## config.mk

```make
export PLATFORM = sky130hd
export DESIGN_NAME = lsu
export DESIGN_NICKNAME = d
export VERILOG_FILES = /design/src/rtl/core_pkg.sv /design/src/rtl/lsu_align.sv /design/src/rtl/lsu.sv
export SDC_FILE = /design/constraint.sdc
export NUM_CORES = 1
export LEC_CHECK = 0
export ABC_AREA = 1
export CAP_MARGIN = 30
export CORE_UTILIZATION = 35
export CTS_CLUSTER_DIAMETER = 150
export DETAILED_ROUTE_END_ITERATION = 8
export GPL_ROUTABILITY_DRIVEN = 0
export HOLD_SLACK_MARGIN = 0.15
export PLACE_DENSITY = 0.75
export SLEW_MARGIN = 20
export SYNTH_ARGS = -nofsm -noshare
export SYNTH_HDL_FRONTEND = slang
export SYNTH_SLANG_ARGS = --single-unit
```

## constraint.sdc

```tcl
create_clock -name clk -period 1.8 [get_ports clk]
set_input_delay 0.45 -clock clk [delete_from_list [all_inputs] [get_ports clk]]
set_output_delay 0.45 -clock clk [all_outputs]
set_load 0.01 [all_outputs]
```

## src/rtl/core_pkg.sv

```systemverilog
// Shared types and constants for the load/store unit: FSM states, fault causes,
// func_3 encodings and the decode helpers used at instruction acceptance.
package core_pkg;

  typedef enum logic [1:0] {
    IDLE = 2'b00,
    REQ  = 2'b01,
    RESP = 2'b10,
    DONE = 2'b11
  } lsu_state_e;

  typedef enum logic [1:0] {
    EXC_NONE     = 2'b00,
    EXC_MISALIGN = 2'b01,
    EXC_ILLEGAL  = 2'b10,
    EXC_TIMEOUT  = 2'b11
  } exc_cause_e;

  localparam int         FUNC3_W = 3;
  localparam logic [2:0] F3_B    = 3'b000;
  localparam logic [2:0] F3_H    = 3'b001;
  localparam logic [2:0] F3_W    = 3'b010;
  localparam logic [2:0] F3_BU   = 3'b100;
  localparam logic [2:0] F3_HU   = 3'b101;

  localparam int TIMEOUT_DEFAULT = 16;

  // Unsigned widths only exist for loads, so a store with func_3[2] set is illegal.
  function automatic logic func3_illegal(input logic [FUNC3_W-1:0] f3, input logic st);
    logic bad;
    bad = !(f3 == F3_B || f3 == F3_H || f3 == F3_W || f3 == F3_BU || f3 == F3_HU);
    return bad || (st && f3[2]);
  endfunction

  function automatic logic addr_misaligned(input logic [FUNC3_W-1:0] f3, input logic [1:0] lo);
    return ((f3[1:0] == 2'b01) && lo[0]) || ((f3[1:0] == 2'b10) && (lo != 2'b00));
  endfunction

endpackage

```

## src/rtl/lsu_align.sv

```systemverilog
// Byte-lane steering: store byte enables and replicated write data, plus load
// lane extraction with sign or zero extension.
module lsu_align
  import core_pkg::*;
(
  input  logic [FUNC3_W-1:0] func_3,
  input  logic [1:0]         offset,
  input  logic [31:0]        store_data,
  input  logic [31:0]        rdata,
  output logic [3:0]         be,
  output logic [31:0]        wdata,
  output logic [31:0]        load_result
);

  logic [7:0]  byte_lane;
  logic [15:0] half_lane;

  always_comb begin
    be          = 4'b1111;
    wdata       = store_data;
    load_result = rdata;
    byte_lane   = rdata[7:0];
    half_lane   = offset[1] ? rdata[31:16] : rdata[15:0];

    case (offset)
      2'b00:   byte_lane = rdata[7:0];
      2'b01:   byte_lane = rdata[15:8];
      2'b10:   byte_lane = rdata[23:16];
      default: byte_lane = rdata[31:24];
    endcase

    case (func_3[1:0])
      2'b00: begin
        be    = 4'b0001 << offset;
        wdata = {4{store_data[7:0]}};
      end
      2'b01: begin
        be    = offset[1] ? 4'b1100 : 4'b0011;
        wdata = {2{store_data[15:0]}};
      end
      default: begin
        be    = 4'b1111;
        wdata = store_data;
      end
    endcase

    case (func_3)
      F3_B:    load_result = {{24{byte_lane[7]}}, byte_lane};
      F3_H:    load_result = {{16{half_lane[15]}}, half_lane};
      F3_BU:   load_result = {24'h0, byte_lane};
      F3_HU:   load_result = {16'h0, half_lane};
      F3_W:    load_result = rdata;
      default: load_result = rdata;
    endcase
  end

endmodule

```

## src/rtl/lsu.sv

```systemverilog
// Load/store unit: accepts one access from the core, runs it on a req/gnt +
// rvalid memory bus, and reports decode faults or a bus timeout.
module lsu
  import core_pkg::*;
#(
  parameter int TIMEOUT = TIMEOUT_DEFAULT
) (
  input  logic               clk,
  input  logic               rst,
  input  logic               valid_i,
  input  logic               is_store,
  input  logic [FUNC3_W-1:0] func_3,
  input  logic [31:0]        addr,
  input  logic [31:0]        store_data,
  output logic               stall,
  output logic               done,
  output logic [31:0]        load_data,
  output logic               exc,
  output logic [1:0]         exc_cause,
  output logic               mem_req,
  output logic               mem_we,
  output logic [31:0]        mem_addr,
  output logic [3:0]         mem_be,
  output logic [31:0]        mem_wdata,
  input  logic               mem_gnt,
  input  logic               mem_rvalid,
  input  logic [31:0]        mem_rdata
);

  localparam int CNT_W = $clog2(TIMEOUT) + 1;

  lsu_state_e         state;
  logic [31:0]        addr_q;
  logic [31:0]        data_q;
  logic [FUNC3_W-1:0] func3_q;
  logic               store_q;
  logic               timed_out;
  logic [CNT_W-1:0]   cnt;

  logic        illegal;
  logic        misaligned;
  logic        accept;
  logic        fault;
  logic        last_cycle;
  logic [31:0] load_fmt;

  assign illegal    = func3_illegal(func_3, is_store);
  assign misaligned = addr_misaligned(func_3, addr[1:0]);
  assign accept     = (state == IDLE) && valid_i && !illegal && !misaligned;
  assign fault      = (state == IDLE) && valid_i && (illegal || misaligned);
  assign last_cycle = (cnt == CNT_W'(TIMEOUT - 1));

  assign stall    = accept || (state == REQ) || (state == RESP);
  assign done     = (state == DONE);
  assign exc      = fault || (done && timed_out);
  assign mem_req  = (state == REQ);
  assign mem_we   = (state == REQ) && store_q;
  assign mem_addr = {addr_q[31:2], 2'b00};

  // Decode faults win on illegal encoding; the timeout cause rides on the done pulse.
  always_comb begin
    exc_cause = EXC_NONE;
    if (fault)
      exc_cause = illegal ? EXC_ILLEGAL : EXC_MISALIGN;
    else if (done && timed_out)
      exc_cause = EXC_TIMEOUT;
  end

  lsu_align u_align (
    .func_3      (func3_q),
    .offset      (addr_q[1:0]),
    .store_data  (data_q),
    .rdata       (mem_rdata),
    .be          (mem_be),
    .wdata       (mem_wdata),
    .load_result (load_fmt)
  );

  always_ff @(posedge clk) begin
    if (rst) begin
      state     <= IDLE;
      addr_q    <= '0;
      data_q    <= '0;
      func3_q   <= '0;
      store_q   <= 1'b0;
      timed_out <= 1'b0;
      cnt       <= '0;
      load_data <= '0;
    end else begin
      case (state)
        IDLE: begin
          timed_out <= 1'b0;
          if (accept) begin
            addr_q  <= addr;
            data_q  <= store_data;
            func3_q <= func_3;
            store_q <= is_store;
            cnt     <= '0;
            state   <= REQ;
          end
        end
        REQ: begin
          cnt <= cnt + 1'b1;
          if (mem_gnt) begin
            state <= store_q ? DONE : RESP;
          end else if (last_cycle) begin
            state     <= DONE;
            timed_out <= 1'b1;
            load_data <= '0;
          end
        end
        RESP: begin
          cnt <= cnt + 1'b1;
          if (mem_rvalid) begin
            load_data <= load_fmt;
            state     <= DONE;
          end else if (last_cycle) begin
            state     <= DONE;
            timed_out <= 1'b1;
            load_data <= '0;
          end
        end
        DONE: begin
          timed_out <= 1'b0;
          state     <= IDLE;
        end
        default: state <= IDLE;
      endcase
    end
  end

endmodule

```

==> out/qor.csv, run 1 <==
metric,value,unit
"Setup violations, final",11,
Hold Slack,0.374,ns
Clock Latency Late Sink,0.36,ns
clk sinks,108,
Gate Count Post-Synth,806,
fin crit share,1.04,
failing checks,setup timing,
Area after DPL,0.00779,sq mm
diode count,0,
antenna violations before repair,0,
gr usage total,0.214,
DRT iter0 DRCs,387,
Clock Skew,0.00778,ns
Layout area overhead,56.1,%
adder and majority cell fraction of the synthesized area,0.0181,
clk buf depth,2,
Vias per Instance,4.80,
Crit path required time,1.35,ns
H-tree levels,3,
RSZ-0062 raised after global routing,yes,
die area,0.0163,sq mm
sequential cell area fraction in the yosys report,0.392,
Die Width,128,microns
maximum vdd drop,0.522,mV
Synth Area in Simple Gates,0.284,
reg-to-reg endpoint,state[1],
XOR/XNOR Fraction of Synth Area,0,
PD cells,1050,mW/mm^2
worst reg-to-reg setup slack,0.02,ns
Rows,45,
Routed WL,18.1,mm
I/O Buffers,209,
setup slack after layout,-0.0634,ns
"top cells by area, synth","dfxtp_1, nand2_1, nor2_1",
post-synthesis compound-gate area fraction,0.174,
Final nets,1121,
clock buffer count from CTS,9,
Die Ht,128,microns
CTS Root Cell,clkbuf_16,
Synth Area per Inst,6.84,sq um
Yosys Warn Count,0,
TNS Setup,-0.301,ns
startpoint types,flip-flop,
fmax,537,MHz
first-pass GRT wire length,27.3,mm
pin count of the biggest net entering global routing,35,
final instance area,0.00861,sq mm
CORE AREA,0.0153,sq mm
largest family of logic cells by synthesized area,simple AND/OR/NAND/NOR gates,
multiplexer share of the synthesized area,0,
top cell type's share of synthesized area,0.392,
DPL Wire Length,12.5,mm
Synth cell types,34,
Vias,5878,
Final Hold Viols,0,
post-synthesis register bit count,108,
status,"complete, but fails checks",
hold path cells,3,
worst min path class,in -> reg,
crit path DAT,1.41,ns
Worst Hold End,addr_q[1],
Setup CP Type,reg -> out,
Final Power,9.05,mW
residual DRC count,0,
"CTS clk-pin slew, worst paths",0.08,ns
Reg-to-Reg Start,cnt[1],
dpl ws,-1.00,ns
I/O pins,212,
final antenna-violating net count,0,
Worst Path Max Fanout,3,
post-synth top area cell,dfxtp_1,
Max Slew Vio Count,0,
Reg2Reg Depth,10,
share of post-route cells with drive strength above 1,0.224,
Leakage,3.60,nW
type of destination of the critical path,primary output,
vias in the first global route,5320,
drt pass-1 iters,7,
fin crit period,1.86,ns
wire per inst,14.8,microns
initial core utilization,0.360,
Max Cap Violations,0,
cell area after synthesis,0.00552,sq mm
Hold Startpoint,addr[1],
CTS tree,done,
GRT overflow,0,
cells in the mapped netlist (all sizes together):
cell type    n
nand3b       1
dfxtp      108
a21oi       61
nor2       141
nand4        1
o21a         1
nand2      204
nor3         1
or2          1
buf         67
clkbuf      20
ha           8
o21ai      103
inv         45
clkinv       1
nand3       31
o21bai       1
a31oi        2
o211ai       7
a211oi       1
conb         1
cells in the final DEF, fill, tap and decap left out, types with 4 or more instances in the layout:
cell type | Yosys | layout
o21ai_0 | 98 | 91
dlygate4sd2_1 | 0 | 4
o211ai_1 | 7 | 7
inv_4 | 3 | 4
nand2_2 | 2 | 13
inv_6 | 0 | 4
buf_4 | 43 | 38
ha_4 | 0 | 4
buf_12 | 0 | 9
nand3_1 | 20 | 15
a21oi_2 | 10 | 13
inv_1 | 42 | 32
a21oi_1 | 51 | 47
dfxtp_1 | 108 | 95
dfxtp_2 | 0 | 12
buf_8 | 0 | 4
nand3_2 | 11 | 15
inv_2 | 0 | 7
nor2_1 | 138 | 135
buf_2 | 18 | 26
buf_6 | 4 | 22
nand2_1 | 201 | 179
o21ai_2 | 4 | 8
nand2_4 | 1 | 12
clkbuf_16 | 0 | 11
clkdlybuf4s50_1 | 0 | 163
how the worst max path moves through the flow:
stage	slack (ns)	start	to
2_1_floorplan	0.003	state[0]	stall
3_3_place_gp	-1.01	func_3[0]	exc_cause[1]
3_5_place_dp	-1.00	func_3[0]	exc_cause[1]
4_1_cts	-0.09	func3_q[1]	mem_wdata[24]
5_1_grt	-0.20	cnt[1]	state[1]
6_report	-0.06	state[0]	stall
metal layers:
metal  routed length (microns)  share of wire  GRT usage  vias up
met4                       353          0.019     0.0714        0
met2                      8520           0.47      0.356      206
li1                          -              -          -     2941
met5                         0              0          0        -
met1                      7900           0.44      0.267     2702
met3                      1340          0.074     0.0607       29
state kept, by name (all words and copies together), names as in the netlist:
name,cells
state,2
store_q,1
func3_q,3
timed_out,1
load_data,32
data_q,32
cnt,5
addr_q,32
stage by stage:
step                       util  std cells
after floorplan               -        807
final                     0.562       1224
after CTS                 0.539       1213
after global placement    0.509       1190
after detailed placement  0.509       1190
after global routing      0.562       1224
critical path, stage by stage (launching register included):
cell and delay (ns):
dfxtp_2 0.33, inv_2 0.09, ha_4 0.18, nand2_4 0.05
a21oi_2 0.13, nand2_2 0.09, nand3_2 0.08, buf_6 0.10
what timing repair did:
action	in CTS	in global routing
resized for setup	217	92
setup buffers	4	10
hold buffers	0	0
gates cloned	3	2
setup endpoints to repair	115	123
pin swaps	8	34
where the power goes:
group	internal (mW)	switching, mW
combinational	1.93	2.01
clock	1.12	1.03
sequential	2.73	0.228
total	5.78	3.27
final cells by class:
type                    instances  area [sq um]
clock buffers                   9           225
clock inverters                 7          93.8
fillers                      1397          6700
inverters                      46           198
multi-input cells             566          2900
flip-flops and latches        108          2180
well taps                     211           264
repair buffers                277          2750
cell families (layout without fill, tap and decap cells):
family	count (synthesis)	after routing
buffers and inverters	133	339
and+or+nand+nor	380	380
adders and majority gates	8	8
other	1	2
AOI/OAI and AO/OA	176	176
DFF	108	108
Note: power is estimated with default switching activity, not from simulation.
==> inputs of run 2 (changes only) <==
CTS_CLUSTER_SIZE = 28   (was unset)
==> results of run 2 <==
No change in the layout: final DEF, timing and power equal those of run 1.
==> inputs of run 3 (changes only) <==
CORE_ASPECT_RATIO = 2   (was unset)
CORE_UTILIZATION = 44   (was 35)
PLACE_DENSITY = 0.89   (was 0.75)
==> out/qor.csv, run 3 (synthesis results as in run 1) <==
metric,value,unit,change
fin crit period,1.89,ns,+0.0246 ns
clk buf depth,2,,unchanged
Reg2Reg Depth,10,,unchanged
failing checks,setup timing,,
GRT overflow,0,,unchanged
area taken by multi-input logic gates,0.00294,sq mm,+1.4%
share of post-route cells with drive strength above 1,0.236,,+0.0120
Rows,57,,+27%
Worst Max-Slew Pin Slew,0.511,ns,
largest stage delay on the critical path,0.36,ns,+0.03 ns
pin count of the biggest net entering global routing,37,,+5.7%
Vias,6206,,+5.6%
Clock Power Share,0.227,,-0.011
final antenna-violating net count,0,,unchanged
final instance area,0.00869,sq mm,+0.87%
Seq pwr share,0.320,,-0.007
CTS tree,done,,
switching portion of total power,0.363,,+0.00186
Area after DPL,0.00776,sq mm,-0.35%
Max Cap Violations,0,,unchanged
NetSw,3.37,mW,+3.0%
"CTS clk-pin slew, worst paths",0.08,ns,about the same
Max Slew Vio Count,0,,unchanged
Layout area overhead,57.5,%,
Reg-to-Reg Start,state[0],,
antenna violations before repair,0,,unchanged
gr usage total,0.277,,+0.0628
type of destination of the critical path,primary output,,
maximum vdd drop,0.880,mV,+69%
crit path cell chain,inv_4 -> nand2_4 -> inv_4 -> buf_12 -> buf_6 -> nand2_4 -> o211ai_1 -> buf_2,,
Worst Hold End,addr_q[1],,
Leakage,3.63,nW,+0.85%
Hold Startpoint,addr[1],,
vias in the first global route,5788,,+8.8%
CTS Root Cell,clkbuf_16,,
I/O pins,212,,unchanged
filler instances,912,,-35%
Routed WL,19.8,mm,+9.5%
setup slack after layout,-0.0879,ns,-0.0246 ns
TNS Setup,-0.850,ns,-0.549 ns
crit path DAT,1.44,ns,+0.03 ns
clk sinks,108,,unchanged
DRT iter0 DRCs,358,,-7.5%
Crit-path slowest cell,dfxtp_2,,
RSZ-0062 raised after global routing,yes,,
Clock Skew,0.0107,ns,+0.00297 ns
status,"complete, but fails checks",,
worst reg-to-reg setup slack,0.07,ns,+0.05 ns
hold path cells,3,,unchanged
most frequent cells in the layout,"nand2_1, clkdlybuf4s50_1, nor2_1, dfxtp_1, o21ai_0",,
Crit path required time,1.35,ns,about the same
Pint,5.90,mW,+2.2%
Finished Core Util,0.712,,+0.150
dpl ws,-0.884,ns,+0.116 ns
Comb pwr share,0.453,,+0.018
PD cells,1070,mW/mm^2,+1.6%
Setup CP Type,reg -> out,,
Die Ht,160,microns,+26%
wire per inst,16.9,microns,+14%
fmax,530,MHz,-1.3%
drt pass-1 iters,5,,-2
worst min path class,in -> reg,,
Largest regs,"addr_q x32, data_q x32, load_data x32",,
Vias per Instance,5.30,,+10%
first-pass GRT wire length,27.7,mm,+1.4%
DPL Wire Length,12.8,mm,+2.6%
diode count,0,,unchanged
Worst Path Max Fanout,8,,+5
H-tree levels,3,,unchanged
"commonest non-fill, non-tap cell in the layout",nand2_1,,
I/O Buffers,209,,unchanged
reg-to-reg endpoint,load_data[22],,
Final nets,1133,,+1.1%
Clock Latency Late Sink,0.35,ns,about the same
"Setup violations, final",16,,+5
startpoint types,flip-flop,,
FF+latch area,0.00218,sq mm,unchanged
fin crit share,1.05,,+0.0136
CORE AREA,0.0122,sq mm,-20%
residual DRC count,0,,unchanged
Die Width,81.2,microns,-36%
DP Cell Count,1133,,-4.8%
clock buffer count from CTS,9,,unchanged
relative slew slack,0.659,,
Final Non-Filler Cells,1172,,-4.2%
Final Hold Viols,0,,unchanged
initial core utilization,0.452,,+0.0921
die area,0.0130,sq mm,-20%
==> run 3: cell count changes in the layout (fill, tap and decap cells not counted), moves of 2 or more <==
cell,before,now
nand2_1,179,183
clkbuf_2,3,7
o21ai_4,1,3
clkbuf_16,11,17
nor2_4,2,4
buf_16,3,1
nand2_4,12,8
buf_2,26,23
a21oi_1,47,39
buf_4,38,52
nand3_2,15,12
a21oi_2,13,20
buf_6,22,14
nand3_1,15,18
==> run 3: timing repair <==
action	4_1_cts	5_1_grt
gates cloned	2	10
pin swaps	8	19
setup buffers	4	10
endpoints found under the setup margin	136	121
hold buffers	0	0
gates resized for setup	209	79
==> run 3: stage by stage <==
stage          hold slack, ns  power (mW)
4_1_cts                 0.460        8.77
3_5_place_dp            0.454        6.48
6_report                0.457        9.27
3_3_place_gp            0.450        6.40
5_1_grt                 0.481        9.79
2_1_floorplan           0.445        4.89
==> run 3: power groups by stage <==
stage | Sequential (mW) | Combinational [mW] | Clock, mW
2_1_floorplan | 2.96 | 1.93 | 0
3_3_place_gp | 2.97 | 3.43 | 0
3_5_place_dp | 2.98 | 3.50 | 0
4_1_cts | 2.95 | 3.67 | 2.15
5_1_grt | 3.00 | 4.55 | 2.23
6_report | 2.96 | 4.20 | 2.10
==> run 3: critical path, delay by kind of cell (launching register included) <==
| kind | cells | cell delay, ns |
|---|---|---|
| buffers and inverters | 5 | 0.49 |
| flip-flops | 1 | 0.36 |
| AND/OR/NAND/NOR | 2 | 0.14 |
| AO/OA/AOI/OAI | 1 | 0.10 |
==> run 3: metal layers <==
layer  share of wire  GRT usage
met1            0.34      0.287
met3           0.071     0.0455
met5               0          0
met4           0.057      0.167
met2            0.53      0.499
==> run 3: final cells by class <==
type | count | share of cell area
Multi-Input combinational cell | 566 | 0.338
Timing Repair Buffer | 289 | 0.330
Tap cell | 147 | 0.0212
Inverter | 46 | 0.0225
Sequential cell | 108 | 0.251
Clock buffer | 9 | 0.0259
Clock inverter | 7 | 0.0107
==> run 3: worst max path at each step <==
stage | startpoint | endpoint | slack (ns) | cells after the start
6_report | func3_q[0] | mem_wdata[24] | -0.09 | 8
5_1_grt | func3_q[0] | mem_wdata[24] | -0.14 | 8
4_1_cts | func3_q[1] | mem_wdata[24] | -0.14 | 8
3_5_place_dp | addr[1] | exc_cause[1] | -0.88 | 9
3_3_place_gp | func_3[0] | exc_cause[1] | -0.78 | 10
2_1_floorplan | state[0] | stall | 0.003 | 8
